==> src/rtl/matrix_pkg.sv <==
// matrix_pkg
// Shared definitions for the LED matrix scan path: the matrix geometry,
// the scan driver state encoding, and small helpers that turn a row index
// into a row-select pattern and pull one line out of a packed frame.
// The line-preset stages use the same geometry constants, so the frame
// layout (line r at bits [5r+4:5r]) is defined in one place.
package matrix_pkg;

  localparam int ROWS    = 7;
  localparam int COLS    = 5;
  localparam int ROW_W   = 3;
  localparam int FRAME_W = ROWS * COLS;

  typedef enum logic [1:0] {
    ST_IDLE  = 2'd0,
    ST_BLANK = 2'd1,
    ST_DRIVE = 2'd2
  } scan_state_e;

  // One-hot active-low row select; an out-of-range index selects nothing.
  function automatic logic [ROWS-1:0] row_sel_n(input logic [ROW_W-1:0] r);
    return ~(ROWS'(1) << r);
  endfunction

  // Column pattern of line r inside a packed frame; out-of-range gives 0.
  function automatic logic [COLS-1:0] line_of(input logic [FRAME_W-1:0] f,
                                               input logic [ROW_W-1:0]   r);
    logic [COLS-1:0] v;
    v = '0;
    for (int i = 0; i < ROWS; i++) begin
      if (r == ROW_W'(i)) begin
        v = f[i*COLS +: COLS];
      end
    end
    return v;
  endfunction

endpackage

==> src/rtl/matrix_scan_driver_row_timer.sv <==
// row_timer
// Slot counter for one row slot of the matrix scan. Counts 0..DIV-1 while
// run_i is high and sits at 0 otherwise, so every slot starts from a clean
// count when scanning (re)starts.
// Ports:
//   clk         - system clock
//   rst_n       - asynchronous active-low reset
//   run_i       - count this clock; low clears the count to 0
//   tc_o        - count is at DIV-1 (last clock of the slot)
//   blank_end_o - count is at BLANK-1, so the next clock is the first
//                 driven clock of the slot (never set when BLANK = 0)
module row_timer #(
  parameter int DIV   = 50000,
  parameter int BLANK = 8
) (
  input  logic clk,
  input  logic rst_n,
  input  logic run_i,
  output logic tc_o,
  output logic blank_end_o
);

  localparam int W = $clog2(DIV);

  logic [W-1:0] cnt_q;
  logic [W-1:0] cnt_d;

  assign tc_o = (cnt_q == W'(DIV - 1));

  // With no blank phase there is nothing to end, and BLANK-1 would not be
  // a meaningful count value.
  if (BLANK == 0) begin : g_no_blank
    assign blank_end_o = 1'b0;
  end else begin : g_blank
    assign blank_end_o = (cnt_q == W'(BLANK - 1));
  end

  // Terminal count folds back to 0 explicitly so the counter never leaves
  // 0..DIV-1, even when DIV is not a power of two.
  always_comb begin
    cnt_d = cnt_q;
    if (!run_i || tc_o) begin
      cnt_d = '0;
    end else begin
      cnt_d = cnt_q + W'(1);
    end
  end

  always_ff @(posedge clk or negedge rst_n) begin
    if (!rst_n) begin
      cnt_q <= '0;
    end else begin
      cnt_q <= cnt_d;
    end
  end

endmodule

==> src/rtl/matrix_scan_driver.sv <==
// matrix_scan_driver
// Multiplexed 7x5 LED matrix scanner. Each row gets a slot of DIV clocks:
// BLANK clocks with all rows off (ghosting guard) followed by DIV-BLANK
// clocks driving that row's columns. The frame is latched only when a scan
// starts and when row 6 wraps to row 0, so the picture never tears.
// Ports:
//   clk         - system clock, rising edge
//   rst_n       - asynchronous active-low reset
//   en          - scan enable; low keeps the display dark
//   frame[34:0] - line r at frame[5r+4:5r], bit c = column c
//   row_n[6:0]  - one-hot active-low row select
//   col[4:0]    - active-high column data for the selected row
//   frame_start - one-clock pulse on the first clock of each latched frame
module matrix_scan_driver
  import matrix_pkg::*;
#(
  parameter int DIV   = 50000,
  parameter int BLANK = 8
) (
  input  logic               clk,
  input  logic               rst_n,
  input  logic               en,
  input  logic [FRAME_W-1:0] frame,
  output logic [ROWS-1:0]    row_n,
  output logic [COLS-1:0]    col,
  output logic               frame_start
);

  // A slot opens in BLANK unless there is no blank phase at all.
  localparam scan_state_e SLOT_START = (BLANK == 0) ? ST_DRIVE : ST_BLANK;

  scan_state_e        state_q, state_d;
  logic [ROW_W-1:0]   row_q, row_d;
  logic [FRAME_W-1:0] latch_q, latch_d;
  logic [ROWS-1:0]    row_n_q, row_n_d;
  logic [COLS-1:0]    col_q, col_d;
  logic               fs_q, fs_d;

  logic tc;
  logic blank_end;
  logic run;

  // Counting only happens while a scan is active and stays enabled; entering
  // from IDLE leaves the count at 0 so the first slot is full length.
  assign run = (state_q != ST_IDLE) && en;

  row_timer #(
    .DIV   (DIV),
    .BLANK (BLANK)
  ) u_row_timer (
    .clk         (clk),
    .rst_n       (rst_n),
    .run_i       (run),
    .tc_o        (tc),
    .blank_end_o (blank_end)
  );

  // Next state, row and latch. Outputs are derived from the next-state
  // values and then registered, so they change on the same edge as the
  // state and carry no combinational glitches.
  always_comb begin
    state_d = state_q;
    row_d   = row_q;
    latch_d = latch_q;
    fs_d    = 1'b0;

    unique case (state_q)
      ST_IDLE: begin
        row_d = '0;
        if (en) begin
          state_d = SLOT_START;
          latch_d = frame;
          fs_d    = 1'b1;
        end
      end

      ST_BLANK, ST_DRIVE: begin
        if (!en) begin
          state_d = ST_IDLE;
          row_d   = '0;
        end else if (tc) begin
          state_d = SLOT_START;
          if (row_q == ROW_W'(ROWS - 1)) begin
            row_d   = '0;
            latch_d = frame;
            fs_d    = 1'b1;
          end else begin
            row_d = row_q + ROW_W'(1);
          end
        end else if ((state_q == ST_BLANK) && blank_end) begin
          state_d = ST_DRIVE;
        end
      end

      default: begin
        state_d = ST_IDLE;
        row_d   = '0;
      end
    endcase

    row_n_d = '1;
    col_d   = '0;
    if (state_d == ST_DRIVE) begin
      row_n_d = row_sel_n(row_d);
      col_d   = line_of(latch_d, row_d);
    end
  end

  always_ff @(posedge clk or negedge rst_n) begin
    if (!rst_n) begin
      state_q <= ST_IDLE;
      row_q   <= '0;
      latch_q <= '0;
      row_n_q <= '1;
      col_q   <= '0;
      fs_q    <= 1'b0;
    end else begin
      state_q <= state_d;
      row_q   <= row_d;
      latch_q <= latch_d;
      row_n_q <= row_n_d;
      col_q   <= col_d;
      fs_q    <= fs_d;
    end
  end

  assign row_n       = row_n_q;
  assign col         = col_q;
  assign frame_start = fs_q;

endmodule

==> config.mk <==
export PLATFORM = sky130hd
export DESIGN_NAME = matrix_scan_driver
export DESIGN_NICKNAME = d
export VERILOG_FILES = /design/src/rtl/matrix_pkg.sv /design/src/rtl/matrix_scan_driver_row_timer.sv /design/src/rtl/matrix_scan_driver.sv
export SDC_FILE = /design/constraint.sdc
export NUM_CORES = 1
export LEC_CHECK = 0
export CAP_MARGIN = 20
export CORE_ASPECT_RATIO = 2
export CORE_MARGIN = 4
export CORE_UTILIZATION = 28
export CTS_CLUSTER_DIAMETER = 60
export DETAILED_ROUTE_END_ITERATION = 7
export GPL_ROUTABILITY_DRIVEN = 0
export GPL_TIMING_DRIVEN = 1
export SKIP_CTS_REPAIR_TIMING = 1
export SLEW_MARGIN = 20
export SYNTH_ARGS = -nofsm -noshare
export SYNTH_HDL_FRONTEND = slang
export SYNTH_SLANG_ARGS = --single-unit
==> constraint.sdc <==
create_clock -name clk -period 3 [get_ports clk]
set_clock_uncertainty 0.1 [all_clocks]
set_input_delay 0.9 -clock clk [delete_from_list [all_inputs] [get_ports clk]]
set_output_delay 0.9 -clock clk [all_outputs]
set_load 0.005 [all_outputs]
==> results.yml, run 1 <==
route:
  viasPerCell: 5.01
  ant_nets: 0
  wire_per_inst_microns: 16.9
  drtIter0Drc: 148
  wirelength_microns: 9500
  dr_total_vias: 2821
  drc_errors: 0
  dr.pass1.iters: 5
logic_synthesis:
  synth-edff-count: 0
  syn_inst: 305
  ys_async_sr_fraction: 1.00
  ys_seq_elements: 69
  yosysSeqAreaShare: 0.531
  syn_avg_cell_area_sq_um: 10.7
  synthFlopType: "dfrtp_1"
  synth_warnings: 0
  yosysUniqueCellTypes: 48
  synth_nets: 347
  synthesis.area_sq_mm: 0.00327
critical_path:
  crit_type: "flip-flop to flip-flop"
  slowest_delay_ns: 0.58
  cp.required_ns: 3.11
  path_max_fanout: 13
  cpMaxStageDelayCell: "or4_4"
  cp-end-kind: "flip-flop"
  crit_arrival_ns: 3.04
  crit_top_cell: "or4_4"
  ff2ff_setup_slack_ns: 0.07
  reg2reg_from: "u_row_timer.cnt_q[10]"
  critPathBufInv: 1
  reg2reg_depth: 7
  startpoint_type: "flip-flop"
  r2r_end: "col[1]"
  cp_top_family: "simple AND/OR/NAND/NOR gates"
  path_cells: "or4_4 -> or4_4 -> o21a_4 -> buf_4 -> a22o_1 -> a222oi_1 -> a21oi_1"
placed_design:
  placed_area_sq_mm: 0.00438
  dp_cells: 547
  portBuffers: 50
  dp_hpwl_microns: 7320
sta:
  tightest_slew_ns: 0.392
  setup_viol: 0
  worst_hold_slack_ns: 0.367
  hold_viol_final: 0
  layout_min_cycle_time_ns: 2.93
  slew_violations: 0
  fmax_ghz: 0.341
  period_share: 0.977
  tns_ns: 0
  maxSlewHeadroom: 0.739
clock_tree:
  root_buffer: "clkbuf_16"
  insertion_delay_ns: 0.34
  cts_tree: "yes"
  cts.clk_slew.worst_paths_ns: 0.06
  clockBufferDepth: 2
  clock_sinks: 69
  cts_buffers: 9
  cts-htree-levels: 3
floorplanning:
  die_area_sq_mm: 0.0136
  rows: 55
  die_h_microns: 161
  io-pin-count: 51
  start_util: 0.288
  die_x_microns: 84.4
  coreArea_sq_mm: 0.0114
finish:
  layout-drive-gt1-share: 0.264
  regArea_sq_mm: 0.00174
  syn2layout_area_growth_pct: 44.6
  diodes: 0
  final_design_area_no_fill_sq_mm: 0.00473
  multi_input_comb_area_sq_mm: 0.00147
  final-instance-count-excl-fill: 563
  n_fill_cell: 1122
  fin_nets: 458
power:
  power.total_mw: 3.30
  combPwrFrac: 0.317
  seq_power_share: 0.371
  ir_drop_v: 0.000357
  switching_share: 0.310
  cellPowerDensity_mw_per_mm2: 698
  power.switching_mw: 1.02
  internal_power_mw: 2.28
  p_leak_nw: 2.08
  p_clk_frac: 0.312
grt:
  track_usage: 0.146
  use_met1: 0.143
  met3_usage: 0.0349
  antenna_found_initial: 0
  grt_pass1_vias: 3021
  grt_pass1_wl_microns: 15400
  met2_usage: 0.276
  busiest_layer: "met2"
  grt_max_degree: 70
  gr-total-overflow: 0
outcome:
  run_status: "finished clean"
min_path:
  hold_path_class: "flip-flop to flip-flop"
  hold_start: "u_row_timer.cnt_q[0]"
  hold_path_end: "u_row_timer.cnt_q[0]"
  hold_path_depth: 1
flow_run:
  maxCapViolations: 0
## cell usage in the layout, fill, tap and decap left out, drive strengths merged, types with 9 or more instances in the layout
cell,count
nor2,25
clkbuf,9
dfrtp,62
buf,69
inv,14
nand2,15
clkdlybuf4s50,49
a21oi,15
a22o,29
nand3,17
## logic make-up (layout without fill, tap and decap cells)
family / after synthesis / in the layout / synth area share
fa+ha+maj: 4 / 4 / 0.0153
simple gates: 96 / 96 / 0.159
buf+inv: 28 / 144 / 0.0368
flops: 69 / 69 / 0.531
compound gates: 94 / 94 / 0.221
xor+xnor: 14 / 14 / 0.0375
## Yosys cell counts (4+ instances only)
cell type  instances  area share
nand3_1           17       0.026
clkbuf_1          10       0.011
and3_1             8       0.015
a21o_1             4      0.0092
nor2_1            25       0.029
a21oi_1           15       0.023
o221ai_1           5       0.013
o21ai_0            5      0.0077
o21a_1             6       0.014
inv_1             10       0.011
a22o_1            29       0.078
a22oi_1            8       0.018
a211oi_1           4      0.0092
or3_1              4      0.0077
xor2_1             8       0.021
dfrtp_1           62        0.47
dfstp_2            7       0.056
xnor2_1            6       0.016
nand3b_1           4      0.0092
buf_2              6      0.0092
ha_1               4       0.015
nand2_1           15       0.017
or2_2              4      0.0077
## area by class of cell
type                            instances  share of cell area
Sequential cell                        69               0.367
Multi-Input combinational cell        208               0.310
Timing Repair Buffer                  118               0.215
Clock buffer                            9              0.0476
Tap cell                              142              0.0376
Clock inverter                          7              0.0138
Inverter                               10             0.00794
## worst reg2reg max path: cells and delay by family, from the launching register on
family          cells  cell delay [ns]
flops               1             0.38
compound gates      4             1.02
simple gates        2             1.13
buf+inv             1             0.19
## how the worst max path moves through the flow
stage / start / to / slack [ns] / depth (start not counted)
2_1_floorplan: u_row_timer.cnt_q[11] / col[3] / 0.02 / 9
3_3_place_gp: en / col[2] / -0.23 / 9
3_5_place_dp: en / col[2] / -0.23 / 9
4_1_cts: u_row_timer.cnt_q[10] / col[2] / -0.14 / 8
5_1_grt: u_row_timer.cnt_q[10] / col[4] / -0.005 / 8
6_report: u_row_timer.cnt_q[10] / col[1] / 0.07 / 7
## flip-flops by register name, indices dropped and copies added (netlist names)
| register | count |
|---|---|
| latch_q | 35 |
| u_row_timer.cnt_q | 16 |
| row_n | 7 |
| col | 5 |
| row_q | 3 |
| state_q | 2 |
| frame_start | 1 |
## power groups by stage
stage	clock network (mW)	logic [mW]	registers, mW
after global placement	0	1.01	1.23
after detailed placement	0	1.02	1.24
final	1.03	1.05	1.22
after global routing	1.10	1.14	1.25
after floorplan	0	0.568	1.21
after CTS	1.06	1.03	1.22
## per-layer routing
layer	up-vias	wire (microns)
met5	-	0
met4	0	256
met3	17	294
met2	52	5530
met1	1395	3410
li1	1357	-
## stage by stage
step	setup slack [ns]	utilization
floorplan	0.0231	-
global placement	-0.232	0.386
detailed placement	-0.235	0.386
finish	0.0704	0.416
CTS	-0.145	0.411
global route	-0.00504	0.416
Note: power is estimated with default switching activity, not from simulation.
==> inputs of run 2 (changes only) <==
ABC_CLOCK_PERIOD_IN_PS = 3000   (was not set)
==> results of run 2 <==
Final layout, timing and power as in run 1 (identical DEF).
==> inputs of run 3 (changes only) <==
SETUP_SLACK_MARGIN = 0.4   (was not set)
==> run 3 against run 2 <==
  * Routed wire length rose by 0.60%
  * Critical path depth rose by 1
  * Sequential power barely moved
  * Sequential share of layout area fell by 0.13 points
  * Clock power barely moved
  * Final area rose by 0.34%
  * Largest power group unchanged
==> results.yml, run 3 (synthesis results as in run 1) <==
outcome:
  run_status: "finished clean"
floorplanning:
  start_util: 0.288
  die_area_sq_mm: 0.0136
  die_x_microns: 84.4
  io-pin-count: 51
  die_h_microns: 161
  rows: 55
  coreArea_sq_mm: 0.0114
route:
  drtIter0Drc: 75
  drc_errors: 0
  dr.pass1.iters: 4
  wire_per_inst_microns: 17.2
  ant_nets: 0
  viasPerCell: 5.14
  dr_total_vias: 2857
  wirelength_microns: 9550
power:
  p_clk_frac: 0.314
  cellPowerDensity_mw_per_mm2: 709
  combPwrFrac: 0.320
  power.switching_mw: 0.995
  ir_drop_v: 0.000340
  power.total_mw: 3.36
  internal_power_mw: 2.37
  seq_power_share: 0.366
  p_leak_nw: 2.06
  switching_share: 0.296
sta:
  tightest_slew_ns: 0.656
  fmax_ghz: 0.343
  worst_hold_slack_ns: 0.379
  period_share: 0.971
  slew_violations: 0
  rsz0062_at_grt: "true"
  layout_min_cycle_time_ns: 2.91
  hold_viol_final: 0
  setup_viol: 0
  maxSlewHeadroom: 0.561
finish:
  syn2layout_area_growth_pct: 45.1
  diodes: 0
  regMostFlops: "latch_q"
  fin_nets: 451
  layout_common_cells: "62 x dfrtp_1, 55 x buf_4, 49 x clkdlybuf4s50_1"
  final_design_area_no_fill_sq_mm: 0.00474
  largest_register_ffs: 35
  n_fill_cell: 1115
  layout-drive-gt1-share: 0.261
  final_common_cell: "dfrtp_1"
  final-instance-count-excl-fill: 556
critical_path:
  crit_arrival_ns: 3.03
  cp.required_ns: 3.12
  cp-end-kind: "flip-flop"
  path_max_fanout: 6
  crit_type: "flip-flop to flip-flop"
  startpoint_type: "flip-flop"
placed_design:
  portBuffers: 50
  placed_area_sq_mm: 0.00432
  dp_hpwl_microns: 7330
  dp_cells: 537
grt:
  grt_max_degree: 40
  track_usage: 0.143
  grt_pass1_vias: 2978
  gr-total-overflow: 0
  grt_pass1_wl_microns: 15000
  antenna_found_initial: 0
clock_tree:
  clockBufferDepth: 2
  cts_tree: "yes"
  cts.clk_slew.worst_paths_ns: 0.06
  insertion_delay_ns: 0.34
  cts_buffers: 9
  root_buffer: "clkbuf_16"
  clock_sinks: 69
  cts-htree-levels: 3
min_path:
  hold_path_class: "flip-flop to flip-flop"
flow_run:
  maxCapViolations: 0
-- run 3: changes by cell type in the layout (fill, tap and decap cells not counted), sizes merged --
| cell | before | now |
|---|---|---|
| bufinv | 0 | 1 |
| buf | 69 | 62 |
| inv | 14 | 11 |
| clkinvlp | 1 | 2 |
| clkbuf | 9 | 10 |
-- run 3: area by class of cell --
type,count,area (sq um),share of cell area
tap,142,178,0.0375
sequential,69,1740,0.366
clock inverter,6,63.8,0.0135
clock buffer,10,229,0.0483
multi-input combinational,208,1520,0.319
timing repair buffer,111,985,0.208
inverter,10,37.5,0.00791
-- run 3: path summary, 6_finish.rpt --
kind                                       from                    to  slack (ns)  cells past startpoint
min reg2reg                u_row_timer.cnt_q[0]  u_row_timer.cnt_q[0]        0.38                      1
max reg2reg                u_row_timer.cnt_q[4]                col[3]        0.09                      8
min                        u_row_timer.cnt_q[0]  u_row_timer.cnt_q[0]        0.38                      1
max in group asynchronous                 rst_n              row_n[1]        1.89                      2
min in group asynchronous                 rst_n              row_q[2]        0.49                      2
max                        u_row_timer.cnt_q[4]                col[3]        0.09                      8
-- run 3: routing by layer --
metal  global-route usage  vias up  share of wire
met4               0.0764        0          0.041
met5                    0        -              0
met3               0.0308       23          0.036
met1                0.142     1407           0.36
li1                     -     1345              -
met2                0.269       82           0.57
-- run 3: through the flow --
stage          utilization  TNS [ns]  setup WS (ns)
4_1_cts              0.407         0        0.00674
2_1_floorplan            -         0          0.217
5_1_grt              0.418         0        0.00985
3_3_place_gp         0.381    -0.745         -0.179
6_report             0.418         0         0.0871
3_5_place_dp         0.381    -0.742         -0.205
-- run 3: power by group through the flow --
stage | clock network (mW) | registers (mW) | logic (mW)
floorplan | 0 | 1.22 | 0.589
global placement | 0 | 1.24 | 0.970
detailed placement | 0 | 1.24 | 0.987
CTS | 1.08 | 1.23 | 0.993
global route | 1.12 | 1.25 | 1.17
finish | 1.06 | 1.23 | 1.08
-- run 3: worst max-delay path, stage by stage, from the launching register on --
cell and delay [ns]:
dfrtp_1 0.38, or3_1 0.47, or4_4 0.62, o21a_4 0.25, buf_6 0.13, a22o_1 0.22, a221o_1 0.31, nor4b_2 0.23
nor3_1 0.08
